--- config.mk ---
export PLATFORM = sky130hd
export DESIGN_NAME = input_bridge_mp
export DESIGN_NICKNAME = d
export VERILOG_FILES = /design/src/rtl/input_bridge_pkg.sv /design/src/rtl/ctrl_frame_parser.sv /design/src/rtl/input_bridge_mp.sv
export SDC_FILE = /design/constraint.sdc
export NUM_CORES = 1
export LEC_CHECK = 0
export ABC_AREA = 1
export BUFFER_PORTS_ARGS = -buffer_cell sky130_fd_sc_hd__buf_4
export CAP_MARGIN = 40
export CELL_PAD_IN_SITES_DETAIL_PLACEMENT = 0
export CELL_PAD_IN_SITES_GLOBAL_PLACEMENT = 2
export CORE_MARGIN = 5
export CORE_UTILIZATION = 33
export CTS_BUF_LIST = sky130_fd_sc_hd__clkbuf_4
export DETAILED_ROUTE_END_ITERATION = 16
export PLACE_DENSITY = 0.89
export SLEW_MARGIN = 10
export SYNTH_ARGS = -nofsm -noshare
export SYNTH_HDL_FRONTEND = slang
export SYNTH_SLANG_ARGS = --single-unit
--- constraint.sdc ---
create_clock -name clk -period 1.6 [get_ports clk]
set_input_delay 0.4 -clock clk [delete_from_list [all_inputs] [get_ports clk]]
set_output_delay 0.4 -clock clk [all_outputs]
set_load 0.005 [all_outputs]
--- src/rtl/input_bridge_pkg.sv ---
`default_nettype none
// ============================================================================
// Module   : input_bridge_pkg
// Brief    : Shared constants for the multi-player paddle input bridge.
// Revision : 1.0 - initial release
// ============================================================================
package input_bridge_pkg;

  localparam logic [7:0] SYNC_BYTE = 8'hA5;
  localparam logic [7:0] CASE_BIT  = 8'h20;

  // Uppercase press keys, indexed by player: W/S, I/K, T/G, P/L
  localparam logic [3:0][7:0] KEY_UP = {8'h50, 8'h54, 8'h49, 8'h57};
  localparam logic [3:0][7:0] KEY_DN = {8'h4C, 8'h47, 8'h4B, 8'h53};

  localparam logic [1:0] MODE_BTN   = 2'd0;
  localparam logic [1:0] MODE_KBD   = 2'd1;
  localparam logic [1:0] MODE_CTRL  = 2'd2;
  localparam logic [1:0] MODE_MERGE = 2'd3;

  localparam logic [1:0] PS_IDLE  = 2'd0;
  localparam logic [1:0] PS_SYNC  = 2'd1;
  localparam logic [1:0] PS_ID    = 2'd2;
  localparam logic [1:0] PS_STATE = 2'd3;

  function automatic logic [7:0] release_key(input logic [7:0] press);
    return press | CASE_BIT;
  endfunction

endpackage
`default_nettype wire

--- src/rtl/ctrl_frame_parser.sv ---
`default_nettype none
// ============================================================================
// Module   : ctrl_frame_parser
// Brief    : 4-byte controller frame FSM with inter-byte gap timeout and checksum.
// Revision : 1.0 - initial release
// ============================================================================
module ctrl_frame_parser
  import input_bridge_pkg::*;
#(
  parameter int PLAYERS    = 2,
  parameter int GAP_CYCLES = 5_000
) (
  input  logic       clk,
  input  logic       rst,
  input  logic       clear,
  input  logic       byte_valid,
  input  logic [7:0] byte_data,
  output logic       busy,
  output logic       frame_ok,
  output logic [1:0] frame_id,
  output logic [1:0] frame_state,
  output logic       frame_err
);

  localparam int GAP_W = (GAP_CYCLES > 1) ? $clog2(GAP_CYCLES) : 1;
  localparam logic [GAP_W-1:0] c_gap_last = GAP_W'((GAP_CYCLES > 0) ? GAP_CYCLES - 1 : 0);
  localparam logic [7:0] c_players = 8'(PLAYERS);

  logic [1:0]       r_state;
  logic [GAP_W-1:0] r_gap;
  logic [7:0]       r_id;
  logic [7:0]       r_data;
  logic             r_frame_err;
  logic             w_last;
  logic             w_good;

  assign w_last      = byte_valid && (r_state == PS_STATE);
  assign w_good      = (r_id < c_players) && (byte_data == (r_id ^ r_data));
  assign busy        = (r_state != PS_IDLE);
  assign frame_ok    = w_last && w_good;
  assign frame_id    = r_id[1:0];
  assign frame_state = r_data[1:0];
  assign frame_err   = r_frame_err;

  always_ff @(posedge clk) begin
    if (rst || clear) begin
      r_state     <= PS_IDLE;
      r_gap       <= '0;
      r_id        <= '0;
      r_data      <= '0;
      r_frame_err <= 1'b0;
    end else begin
      r_frame_err <= w_last && !w_good;
      if (byte_valid) begin
        r_gap <= '0;
        case (r_state)
          PS_IDLE:  if (byte_data == SYNC_BYTE) r_state <= PS_SYNC;
          PS_SYNC:  begin r_id   <= byte_data; r_state <= PS_ID;    end
          PS_ID:    begin r_data <= byte_data; r_state <= PS_STATE; end
          default:  r_state <= PS_IDLE;
        endcase
      end else if (r_state != PS_IDLE) begin
        // A stalled frame is abandoned silently once the gap budget is spent
        if (r_gap == c_gap_last) begin
          r_state <= PS_IDLE;
          r_gap   <= '0;
        end else begin
          r_gap <= r_gap + 1'b1;
        end
      end
    end
  end

endmodule
`default_nettype wire

--- src/rtl/input_bridge_mp.sv ---
`default_nettype none
// ============================================================================
// Module   : input_bridge_mp
// Brief    : Multi-player paddle input bridge: buttons, keyboard, controller frames.
// Revision : 1.0 - initial release
// ============================================================================
module input_bridge_mp
  import input_bridge_pkg::*;
#(
  parameter int PLAYERS        = 2,
  parameter int TIMEOUT_CYCLES = 25_000_000,
  parameter int GAP_CYCLES     = 5_000
) (
  input  logic                 clk,
  input  logic                 rst,
  input  logic [1:0]           input_mode,
  input  logic [2*PLAYERS-1:0] btn_clean,
  input  logic                 rx_valid,
  input  logic [7:0]           rx_data,
  output logic [PLAYERS-1:0]   up,
  output logic [PLAYERS-1:0]   down,
  output logic                 frame_err
);

  localparam int CNT_W = (TIMEOUT_CYCLES > 0) ? $clog2(TIMEOUT_CYCLES + 1) : 1;
  localparam logic [CNT_W-1:0] c_cnt_max  = CNT_W'(TIMEOUT_CYCLES);
  localparam logic [CNT_W-1:0] c_cnt_last = CNT_W'((TIMEOUT_CYCLES > 0) ? TIMEOUT_CYCLES - 1 : 0);
  localparam bit               c_tmo_en   = (TIMEOUT_CYCLES > 0);

  logic [1:0]         r_mode_prev;
  logic               w_mode_chg;
  logic               w_parser_byte;
  logic               w_kbd_byte;
  logic               w_busy;
  logic               w_frame_ok;
  logic [1:0]         w_frame_id;
  logic [1:0]         w_frame_state;
  logic [PLAYERS-1:0] w_sel_up;
  logic [PLAYERS-1:0] w_sel_dn;

  assign w_mode_chg    = (input_mode != r_mode_prev);
  assign w_parser_byte = rx_valid && !w_mode_chg &&
                         ((input_mode == MODE_CTRL) || (input_mode == MODE_MERGE));
  // In merged mode an open frame owns the byte stream
  assign w_kbd_byte    = rx_valid && !w_mode_chg &&
                         ((input_mode == MODE_KBD) || ((input_mode == MODE_MERGE) && !w_busy));

  always_ff @(posedge clk) begin
    r_mode_prev <= input_mode;
  end

  ctrl_frame_parser #(
    .PLAYERS    (PLAYERS),
    .GAP_CYCLES (GAP_CYCLES)
  ) u_parser (
    .clk         (clk),
    .rst         (rst),
    .clear       (w_mode_chg),
    .byte_valid  (w_parser_byte),
    .byte_data   (rx_data),
    .busy        (w_busy),
    .frame_ok    (w_frame_ok),
    .frame_id    (w_frame_id),
    .frame_state (w_frame_state),
    .frame_err   (frame_err)
  );

  for (genvar p = 0; p < PLAYERS; p++) begin : g_player
    logic             r_u_up;
    logic             r_u_dn;
    logic [CNT_W-1:0] r_cnt;
    logic             w_frame_hit;
    logic             w_up_set, w_up_clr, w_dn_set, w_dn_clr;
    logic             w_refresh;
    logic             w_btn_up, w_btn_dn;

    assign w_frame_hit = w_frame_ok && (w_frame_id == 2'(p));
    assign w_up_set    = w_kbd_byte && (rx_data == KEY_UP[p]);
    assign w_up_clr    = w_kbd_byte && (rx_data == release_key(KEY_UP[p]));
    assign w_dn_set    = w_kbd_byte && (rx_data == KEY_DN[p]);
    assign w_dn_clr    = w_kbd_byte && (rx_data == release_key(KEY_DN[p]));
    assign w_refresh   = w_frame_hit || w_up_set || w_up_clr || w_dn_set || w_dn_clr;

    always_ff @(posedge clk) begin
      if (rst || w_mode_chg) begin
        r_u_up <= 1'b0;
        r_u_dn <= 1'b0;
        r_cnt  <= '0;
      end else if (w_refresh) begin
        r_cnt <= '0;
        if (w_frame_hit) begin
          r_u_up <= w_frame_state[0];
          r_u_dn <= w_frame_state[1];
        end else begin
          if (w_up_set) r_u_up <= 1'b1;
          if (w_up_clr) r_u_up <= 1'b0;
          if (w_dn_set) r_u_dn <= 1'b1;
          if (w_dn_clr) r_u_dn <= 1'b0;
        end
      end else if (c_tmo_en && (r_cnt != c_cnt_max)) begin
        r_cnt <= r_cnt + 1'b1;
        if (r_cnt == c_cnt_last) begin
          r_u_up <= 1'b0;
          r_u_dn <= 1'b0;
        end
      end
    end

    assign w_btn_up    = ~btn_clean[2*p];
    assign w_btn_dn    = ~btn_clean[2*p+1];
    assign w_sel_up[p] = (input_mode == MODE_BTN)   ? w_btn_up :
                         (input_mode == MODE_MERGE) ? (w_btn_up | r_u_up) : r_u_up;
    assign w_sel_dn[p] = (input_mode == MODE_BTN)   ? w_btn_dn :
                         (input_mode == MODE_MERGE) ? (w_btn_dn | r_u_dn) : r_u_dn;
  end

  always_ff @(posedge clk) begin
    if (rst) begin
      up   <= '0;
      down <= '0;
    end else begin
      up   <= w_sel_up & ~w_sel_dn;
      down <= w_sel_dn & ~w_sel_up;
    end
  end

endmodule
`default_nettype wire

## Word level (Yosys, flattened, before mapping)

Cells that the tools add are included.

- Output and inout port bits: 5
- Register bits after elaboration: 92
- Input port bits: 17
- Logic and storage cells: 145

- Muxes and demuxes: 34
- Add/subtract/negate cells: 3
- Order comparisons: 1
- Reductions and logical operators: 52
- Bitwise operators: 13
- Eq/ne operators: 28

Operator list:

| operator | count |
|---|---|
| $eq 8x7->1 const B | 8 |
| $add 25x1->25 const B | 2 |
| $eq 25x25->1 const B | 2 |
| $ne 25x25->1 const B | 2 |
| $mux 1 | 28 |
| $logic_and 1x1->1 | 18 |
| $ne 4x4->1 const B | 4 |
| $reduce_and 3->1 | 5 |
| $reduce_bool 2->1 | 7 |
| $add 13x1->13 const B | 1 |
| $eq 13x13->1 const B | 1 |
| $mux 13 | 1 |
| $logic_or 1x1->1 | 11 |
| $eq 2x2->1 const B | 4 |
| $eq 8x8->1 | 1 |
| $eq 8x8->1 const B | 1 |
| $lt 8x2->1 const B | 1 |
| $mux 2 | 4 |
| $xor 8x8->8 | 1 |
| $eq 2x1->1 const B | 3 |
| $logic_not 2->1 | 3 |
| $pmux 2 s3 | 1 |
| $reduce_or 2->1 | 3 |
| $and 2x2->2 | 2 |
| 7 further kinds | 17 |

## Logic depth before layout (Yosys ltp)

Gate-level depths: netlist of run 1.

- Depth after elaboration: 13
- Mapped depth: 15
- Gate-level depth less buffers: 13

## Hierarchy

Synthesis of run 1 repeated with hierarchy kept, for this count alone.

- Cells, all modules: 775
- Area, all modules: 5,218.8 sq um

Modules (own cells, without submodules):

| module | cells an instance | seq. area each (sq um) | times used | area each (sq um) |
|---|---|---|---|---|
| input_bridge_mp | 493 | 1,201.2 | 1 | 3,385.7 |
| ctrl_frame_parser | 282 | 640.6 | 1 | 1,833.0 |

## Least setup slack after synthesis of run 1

Ideal clock, no wire load.

- Path type: register -> register
- From: reg u_parser.r_state[0]
- To: reg g_player[1].r_cnt[24]
- Buffers on the path: 1
- Setup time: 122 ps
- Clock period less this slack: 1,742 ps
- Arrival: 1,620 ps
- Required time: 1,478 ps
- Slack: -142 ps
- Stages on the path, launching flop included: 13
- Path through: dfxtp_1 inv_1 ha_1 inv_1 a21oi_1 inv_1 nor2_4 nand2_1 nor2_1 inv_1 nand4_4 buf_6 a21oi_1

- Longest elaborated chain between the ends: 11
- Elaborated cells on any way between the ends: 18
- Classes of those cells: eq/ne (1); reduce/logical (17)

RTL lines:

| element | line | RTL |
|---|---|---|
| start: declaration | ctrl_frame_parser.sv:29 | `logic [1:0] r_state;` |
| start signal: assignment | ctrl_frame_parser.sv:47 | `r_state <= PS_IDLE;` |
| start signal: assignment | ctrl_frame_parser.sv:57 | `PS_IDLE: if (byte_data == SYNC_BYTE) r_state <= PS_SYNC;` |
| start signal: assignment | ctrl_frame_parser.sv:58 | `PS_SYNC: begin r_id <= byte_data; r_state <= PS_ID; end` |
| $reduce_bool 2->1 | ctrl_frame_parser.sv:39 | `assign busy = (r_state != PS_IDLE);` |
| $logic_not 1->1 | input_bridge_mp.sv:46 | `((input_mode == MODE_KBD) \|\| ((input_mode == MODE_MERGE) && !w_busy));` |
| $logic_and 1x1->1 | input_bridge_mp.sv:46 |  |
| $logic_or 1x1->1 | input_bridge_mp.sv:46 |  |
| $logic_and 1x1->1 | input_bridge_mp.sv:45 | `assign w_kbd_byte = rx_valid && !w_mode_chg &&` |
| $logic_and 1x1->1 | input_bridge_mp.sv:78 | `assign w_up_set = w_kbd_byte && (rx_data == KEY_UP[p]);` |
| $logic_or 1x1->1 (3 in a row) | input_bridge_mp.sv:82 | `assign w_refresh = w_frame_hit \|\| w_up_set \|\| w_up_clr \|\| w_dn_set \|\| w_dn_clr;` |
| $logic_or 1x1->1 (*) | input_bridge_mp.sv:82 |  |
| $reduce_or 2->1 (no source line) (*) | n/a |  |
| end signal: assignment | input_bridge_mp.sv:101 | `r_cnt <= r_cnt + 1'b1;` |
| end: declaration | input_bridge_mp.sv:71 | `logic [CNT_W-1:0] r_cnt;` |

Every way passes the cells marked *; elsewhere a longest branch is shown, timed or not.
A chain may end at the register's enable or synchronous reset.

## Final worst setup path of run 1

- From: reg u_parser.r_state[0]
- To: reg g_player[1].r_u_dn

- Longest elaborated chain between the ends: 12
- Elaborated cells on any way between the ends: 24
- Classes of those cells: eq/ne (2); mux (3); reduce/logical (19)

RTL lines:

| element | line | RTL |
|---|---|---|
| $reduce_bool 2->1 | ctrl_frame_parser.sv:39 |  |
| $logic_not 1->1 | input_bridge_mp.sv:46 |  |
| $logic_and 1x1->1 | input_bridge_mp.sv:46 |  |
| $logic_or 1x1->1 | input_bridge_mp.sv:46 |  |
| $logic_and 1x1->1 | input_bridge_mp.sv:45 |  |
| $logic_and 1x1->1 | input_bridge_mp.sv:78 |  |
| $logic_or 1x1->1 (4 in a row) | input_bridge_mp.sv:82 |  |
| $ne 4x4->1 (no source line) / $reduce_bool 2->1 (equally long branches) | n/a |  |
| $reduce_and 3->1 (no source line) | n/a |  |
| end signal: assignment | input_bridge_mp.sv:93 | `r_u_dn <= w_frame_state[1];` |
| end: declaration | input_bridge_mp.sv:70 | `logic r_u_dn;` |

Parallel ways exist; a longest one is shown, timed or not.

==> results of run 1 <==
registers in the layout, indices dropped and copies added (netlist names):
| register | cells |
|---|---|
| g_player.r_cnt | 50 |
| u_parser.r_data | 8 |
| down | 2 |
| u_parser.r_state | 2 |
| up | 2 |
| g_player.r_u_up | 2 |
| u_parser.r_id | 8 |
| g_player.r_u_dn | 2 |
| u_parser.r_gap | 13 |
| r_mode_prev | 2 |
| u_parser.frame_err | 1 |
metrics by stage:
stage                     hold slack, ns  utilization [%]  cells  instance area (sq um)
after floorplan                    0.428                -    727                   5030
after global placement             0.453             42.6   1036                   6240
after detailed placement           0.463             42.6   1036                   6240
after CTS                         0.0197             45.5   1062                   6670
after global routing              0.0210             49.8   1076                   7300
final                             0.0656             49.8   1076                   7300
area by class of cell:
type,instances,share of cell area [%]
multi-input combinational,531,45.4
clock buffer,9,0.926
antenna,1,0.0343
tap,184,3.16
inverter,98,5.21
timing repair buffer,154,17.9
sequential,92,25.7
clock inverter,7,1.58
logic make-up after synthesis:
kind of cell,after synthesis,synth area share [%]
xor+xnor,41,7.21
simple gates,403,36.8
buf+inv,108,9.07
flops,92,37.0
fa+ha+maj,9,2.26
compound gates,74,7.69
cells in the final DEF (no fill, tap or decap), types with 14 or more instances in the layout:
cell     count
a21oi_1     29
a21oi_2     15
buf_4      133
buf_6       14
dfxtp_1     75
inv_1       78
inv_2       17
nand2_1    142
nand2_2     14
nand3_1     37
nand4_1     18
nor2_1      85
nor2_2      24
nor3_1      26
o21ai_2     16
xor2_1      30
critical path: stages, from the launching register on:
cell,delay [ns]
dfxtp_2,0.35
inv_2,0.07
ha_4,0.14
inv_2,0.04
a21oi_4,0.13
inv_2,0.06
nor2_4,0.16
nand3_4,0.21
a21oi_1,0.29
nand2_1,0.08
a21oi_1,0.13
path summary, 6_finish.rpt:
path | start | endpoint | slack, ns | cells after the start
setup / recovery | u_parser.r_state[0] | g_player[1].r_u_dn | -0.14 | 10
hold / removal | input_mode[0] | r_mode_prev[0] | 0.07 | 1
setup reg to reg | u_parser.r_state[0] | g_player[1].r_u_dn | -0.14 | 10
hold reg to reg | u_parser.r_data[6] | u_parser.r_data[6] | 0.48 | 2
per-layer routing:
layer	share of wire (%)	vias to the layer above	global-route usage [%]
li1	-	2654	-
met1	47	2313	18.9
met2	48	56	24.2
met3	2.4	18	2.73
met4	1.9	0	5.66
met5	0	-	0
report_power, final:
| group | internal (uW) | switching [uW] | total, uW |
|---|---|---|---|
| logic | 191 | 220 | 411 |
| clock network | 785 | 818 | 1600 |
| registers | 2290 | 7.37 | 2300 |
| total | 3270 | 1050 | 4320 |
repair_timing:
item                                    CTS  global route
endpoints found under the setup margin   74            81
pin swaps                                20            46
resized for setup                        61           137
setup buffers                             8            10
cloned                                    2             4
hold buffers                              0             0
==> results by group, run 1 <==
Layout
  • Nets: 912
  • Filler cell count: 1451
  • FF/Latch Area: 1880 sq um
  • Multi-input combinational cell area: 3320 sq um
  • Share of cells above drive strength 1: 37.9%
  • Area grow syn2layout: 46.5%

Clock network
  • CTS tree: built
  • Clock sinks: 92
  • Skew-Pair Late Insertion Delay: 0.46 ns
  • CTS root buf: clkbuf_4
  • Clk slew on worst S/H paths: 0.15 ns
  • TritonCTS buffer count: 9
  • CTS HTree Levels: 3
  • Longest Clk Path Bufs: 2

Setup path
  • Crit Path Max Fanout: 8
  • CP Capture Type: flip-flop
  • Worst setup SP type: flip-flop
  • Critical path type: reg -> reg
  • Worst Path Arrival: 2.13 ns
  • Critical Path RT: 2.00 ns

Placement
  • PortBufs: 21
  • DP HPWL: 9.64 mm
  • Pre-CTS setup slack: -0.311 ns
  • GPL Wtd Cong: 0.855

Route
  • Antenna violation net count after detailed routing: 0
  • 1st-iter DRT viols: 167
  • DRC Markers: 0
  • Routed vias: 5041
  • Routed Wire Length: 13.6 mm
  • Wirelength per Cell: 12.6 um
  • Vias per cell: 4.68
  • First-pass DRT Iterations: 6

Job
  • Max Cap Violations: 0

STA
  • Worst Skew: 0.0182 ns
  • Actual slew at the worst max-slew pin: 0.507 ns
  • RSZ-0062 raised after global routing: true
  • Tcrit/Tclk final: 108%
  • Final setup viols: 54
  • Fmax: 576 MHz
  • Worst slew margin: 66.1%
  • Final Max Tran Viols: 0
  • Setup TNS: -4.62 ns
  • Final Hold Viols: 0
  • Final worst slack: -0.135 ns
  • Tmin final: 1.74 ns

GRT
  • Gr usage total: 14.6%
  • Pin count of the biggest net entering global routing: 17
  • Global route overflow: 0
  • Global-route wire length before repair: 21.4 mm
  • Vias in the first global route: 4750
  • Antenna violations before repair: 1

Power and ir drop
  • Lkg Pwr: 0.00283 uW
  • Pwr Total: 4320 uW
  • Max VDD drop: 0.389 mV
  • Pwr Density: 592 nW/um^2

Run status
  • Failing checks: setup timing
  • Status: finished with violations

Floorplanning
  • Num rows: 44
  • Ports: 22
  • Die Width: 133 um
  • Core area: 14600 sq um
  • Die height: 133 um
  • Starting Density: 34.0%
  • Die area: 17600 sq um

Yosys
  • Top FF cell, synth: dfxtp_1
  • Top cells by count, synth: 159 x nand2_1, 105 x nor2_1, 94 x inv_1
  • Ranking of synthesized cells by area: dfxtp_1 37%, nand2_1 12%, nor2_1 7.9%, inv_1 7.1%, xor2_1 5.6%
  • Most numerous cell in the Yosys netlist: nand2_1
  • Mapped Area: 4980 sq um
  • Post-synth EDFFs: 0
  • Ys async rst share: 0%
  • Share of the synthesized area in the top cell type: 37.0%
  • Mapped Cells: 727
  • Number of synthesized register bits: 92
  • Yosys synthesis warning count: 0
  • Yosys top cell by area: dfxtp_1
  • Library cells used by synthesis: 35
  • Post-Syn Area per Cell: 6.85 sq um
  • Register area share after synthesis: 37.0%
  • Post-synthesis net count: 753

Hold path
  • Hold WC Path Type: in -> reg
(Power assumes the default switching activity.)
==> inputs of run 2 (changes only) <==
Settings changed: CORE_UTILIZATION 33 to 32, CTS_BUF_LIST sky130_fd_sc_hd__clkbuf_4 to not set, CTS_CLUSTER_SIZE set to 40, PLACE_DENSITY 0.89 to 0.87, SKIP_LAST_GASP set to 1.
==> run 2 against run 1 <==
The run still ends with setup timing left. Cell count up 2.2%. Highest routed layer unchanged. Critical path depth is 1 higher. Count of clock-buffer cells in the layout rose by 3. Maximum frequency down 1.2%. First-iteration DRC count increased by 11%. Sequential share of layout area decreased by 0.18 points. Via count down 0.34%. Global-route usage rose by 0.48 points. Critical endpoint is now g_player[0].r_cnt[9]. Wire length fell by 1.7%. Sequential power about the same.
==> results by group, run 2 (same netlist as run 1, synthesis figures left out) <==
Run status
  • Status: finished with violations
  • Failing checks: setup timing

Setup path
  • Cells along the critical path: buf_6 -> inv_1 -> nor3_2 -> buf_4 -> nand3b_1 -> buf_4 -> buf_4 -> buf_4 -> buf_4 -> xor2_1 -> nor2_4
  • CP peak stage delay: 0.36 ns (about the same)
  • CP Buf/Inv Count: 7 (+4)
  • CP Depth: 11 (+1)
  • Critical path type: reg -> reg
  • CP startpoint: g_player[0].r_cnt[1]
  • CP Capture Type: flip-flop
  • Crit Path Max Fanout: 4 (-4)
  • Cell repeated most along the worst path: buf_4
  • FF-to-FF Start: g_player[0].r_cnt[1]
  • Worst Path Arrival: 1.99 ns (-0.14 ns)
  • CP delay by family, top: buffers and inverters
  • Worst setup SP type: flip-flop
  • CP max-delay cell: dfxtp_2
  • R2R depth: 11 (+1)
  • Critical Path RT: 1.83 ns (-0.17 ns)

STA
  • Final Max Tran Viols: 0 (unchanged)
  • Tmin final: 1.76 ns (+0.0208 ns)
  • Worst slew margin: 70.3% (+4.3 points)
  • Worst Skew: 0.00806 ns (-0.0101 ns)
  • RSZ-0062 raised after global routing: true
  • Tcrit/Tclk final: 110% (+1.3 points)
  • Final worst slack: -0.156 ns (-0.0208 ns)
  • Fmax: 569 MHz (-1.2%)
  • Final setup viols: 53 (-1.9%)
  • Setup TNS: -4.42 ns (+0.198 ns)
  • Actual slew at the worst max-slew pin: 0.443 ns (-0.0635 ns)
  • Final Hold Viols: 0 (unchanged)

Power and ir drop
  • Max VDD drop: 0.517 mV (+33%)
  • Lkg Pwr: 0.00286 uW (+1.1%)
  • Pwr Total: 4940 uW (+14%)
  • Pwr Density: 678 nW/um^2 (+15%)

Route
  • Routed Wire Length: 13.4 mm (-1.7%)
  • Wirelength per Cell: 12.2 um (-3.8%)
  • Routed vias: 5024 (-0.34%)
  • DRC Markers: 0 (unchanged)
  • 1st-iter DRT viols: 185 (+11%)
  • First-pass DRT Iterations: 4 (-2)
  • Antenna violation net count after detailed routing: 0 (unchanged)
  • Vias per cell: 4.57 (-2.5%)

Floorplanning
  • Die area: 18200 sq um (+2.9%)
  • Die Width: 135 um (+1.4%)
  • Starting Density: 32.6% (-1.4 points)
  • Num rows: 45 (+2.3%)
  • Die height: 135 um (+1.4%)
  • Ports: 22 (unchanged)
  • Core area: 15300 sq um (+4.2%)

Layout
  • Max FFs per register: 50 (unchanged)
  • Final Instance Area: 7280 sq um (-0.15%)
  • Commonest non-fill, non-tap cell in the layout: nand2_1
  • Filler cell count: 1556 (+7.2%)
  • Area grow syn2layout: 46.3%
  • Final core utilization: 47.7% (-2.1 points)
  • Top Registers: g_player.r_cnt x50, u_parser.r_gap x13
  • Most flops, register: g_player.r_cnt
  • Multi-input combinational cell area: 3190 sq um (-3.7%)
  • FF/Latch Area: 1860 sq um (-0.87%)
  • Nets: 912 (unchanged)
  • Most frequent cells in the layout: 146 x nand2_1, 139 x buf_4, 83 x nor2_1
  • Share of cells above drive strength 1: 34.5% (-3.4 points)
  • Inserted Diodes: 0 (-1)
  • Cell Count, Final, Fillers Out: 1100 (+2.2%)

GRT
  • Gr usage total: 15.1% (+0.48 points)
  • Antenna violations before repair: 0 (-1)
  • Met2 global-route usage: 24.7% (+0.50 points)
  • GR Util met3: 3.32% (+0.58 points)
  • Vias in the first global route: 4930 (+3.8%)
  • Pin count of the biggest net entering global routing: 18 (+1)
  • Global route overflow: 0 (unchanged)
  • Global-route wire length before repair: 22.5 mm (+5.1%)
  • GRT busiest layer: met2
  • Met1 GRT Util: 19.4% (+0.46 points)

Placement
  • DP Cell Count: 1063 (+2.6%)
  • DP HPWL: 9.44 mm (-2.0%)
  • Area after DPL: 6260 sq um (+0.34%)
  • PortBufs: 21 (unchanged)
  • GPL Wtd Cong: 0.821 (-4.1%)

Hold path
  • Hold WC Path Type: in -> reg
  • Hold wc startpoint: input_mode[0]
  • Worst hold stages: 1 (unchanged)

Clock network
  • Hold_buf cts: 0 (unchanged)
  • CTS tree: built
  • Skew-Pair Late Insertion Delay: 0.34 ns (-0.12 ns)
  • CTS HTree Levels: 3 (unchanged)
  • TritonCTS buffer count: 9 (unchanged)
  • CTS root buf: clkbuf_16
  • Clk slew on worst S/H paths: 0.07 ns (-0.08 ns)
  • Longest Clk Path Bufs: 2 (unchanged)
  • Clock sinks: 92 (unchanged)

Job
  • Max Cap Violations: 0 (unchanged)
run 2: cell count changes in the layout (fill, tap and decap cells not counted), moves of 6 or more:
cell,before,now
o21ai_0,5,22
o21ai_2,16,0
clkbuf_4,9,0
clkbuf_16,2,10
nor2_4,11,18
buf_4,133,139
run 2: worst reg2reg max path: stages (launching register included):
cell and delay (ns):
dfxtp_2 0.36, buf_6 0.10, inv_1 0.05, nor3_2 0.10
buf_4 0.14, nand3b_1 0.12, buf_4 0.16, buf_4 0.12
buf_4 0.12, buf_4 0.12, xor2_1 0.21, nor2_4 0.05
run 2: final cells by class:
class,count,area share (%)
clock inverters,2,0.824
multi-input cells,530,43.8
clock buffers,12,3.38
well taps,211,3.62
repair buffers,155,17.7
inverters,98,5.08
flip-flops and latches,92,25.6
run 2: final timing paths:
kind                          endpoint  slack [ns]
setup reg to reg  g_player[0].r_cnt[9]       -0.16
hold reg to reg       u_parser.r_id[3]        0.47
hold / removal          r_mode_prev[0]        0.19
setup / recovery  g_player[0].r_cnt[9]       -0.16
run 2: routing by layer:
layer | wire (um) | share of wire [%]
met2 | 6290 | 47
met3 | 420 | 3.1
met1 | 6340 | 47
met5 | 0 | 0
met4 | 321 | 2.4
run 2: power breakdown:
group | switching, uW | internal [uW]
Combinational | 203 | 177
Clock | 858 | 1400
Sequential | 6.57 | 2300
Total | 1070 | 3870
run 2: timing repair:
action / in CTS / in global routing
gates resized for setup: 72 / 68
setup endpoints to repair: 54 / 80
cloned: 4 / 1
pin swaps: 32 / 23
setup buffers: 14 / 4
endpoints found under the hold margin: 0 / 0
run 2: through the flow:
step	hold WS, ns	setup slack [ns]
4_1_cts	0.173	-0.101
2_1_floorplan	0.428	-0.0860
3_3_place_gp	0.453	-0.280
6_report	0.192	-0.156
3_5_place_dp	0.461	-0.343
5_1_grt	0.176	-0.248
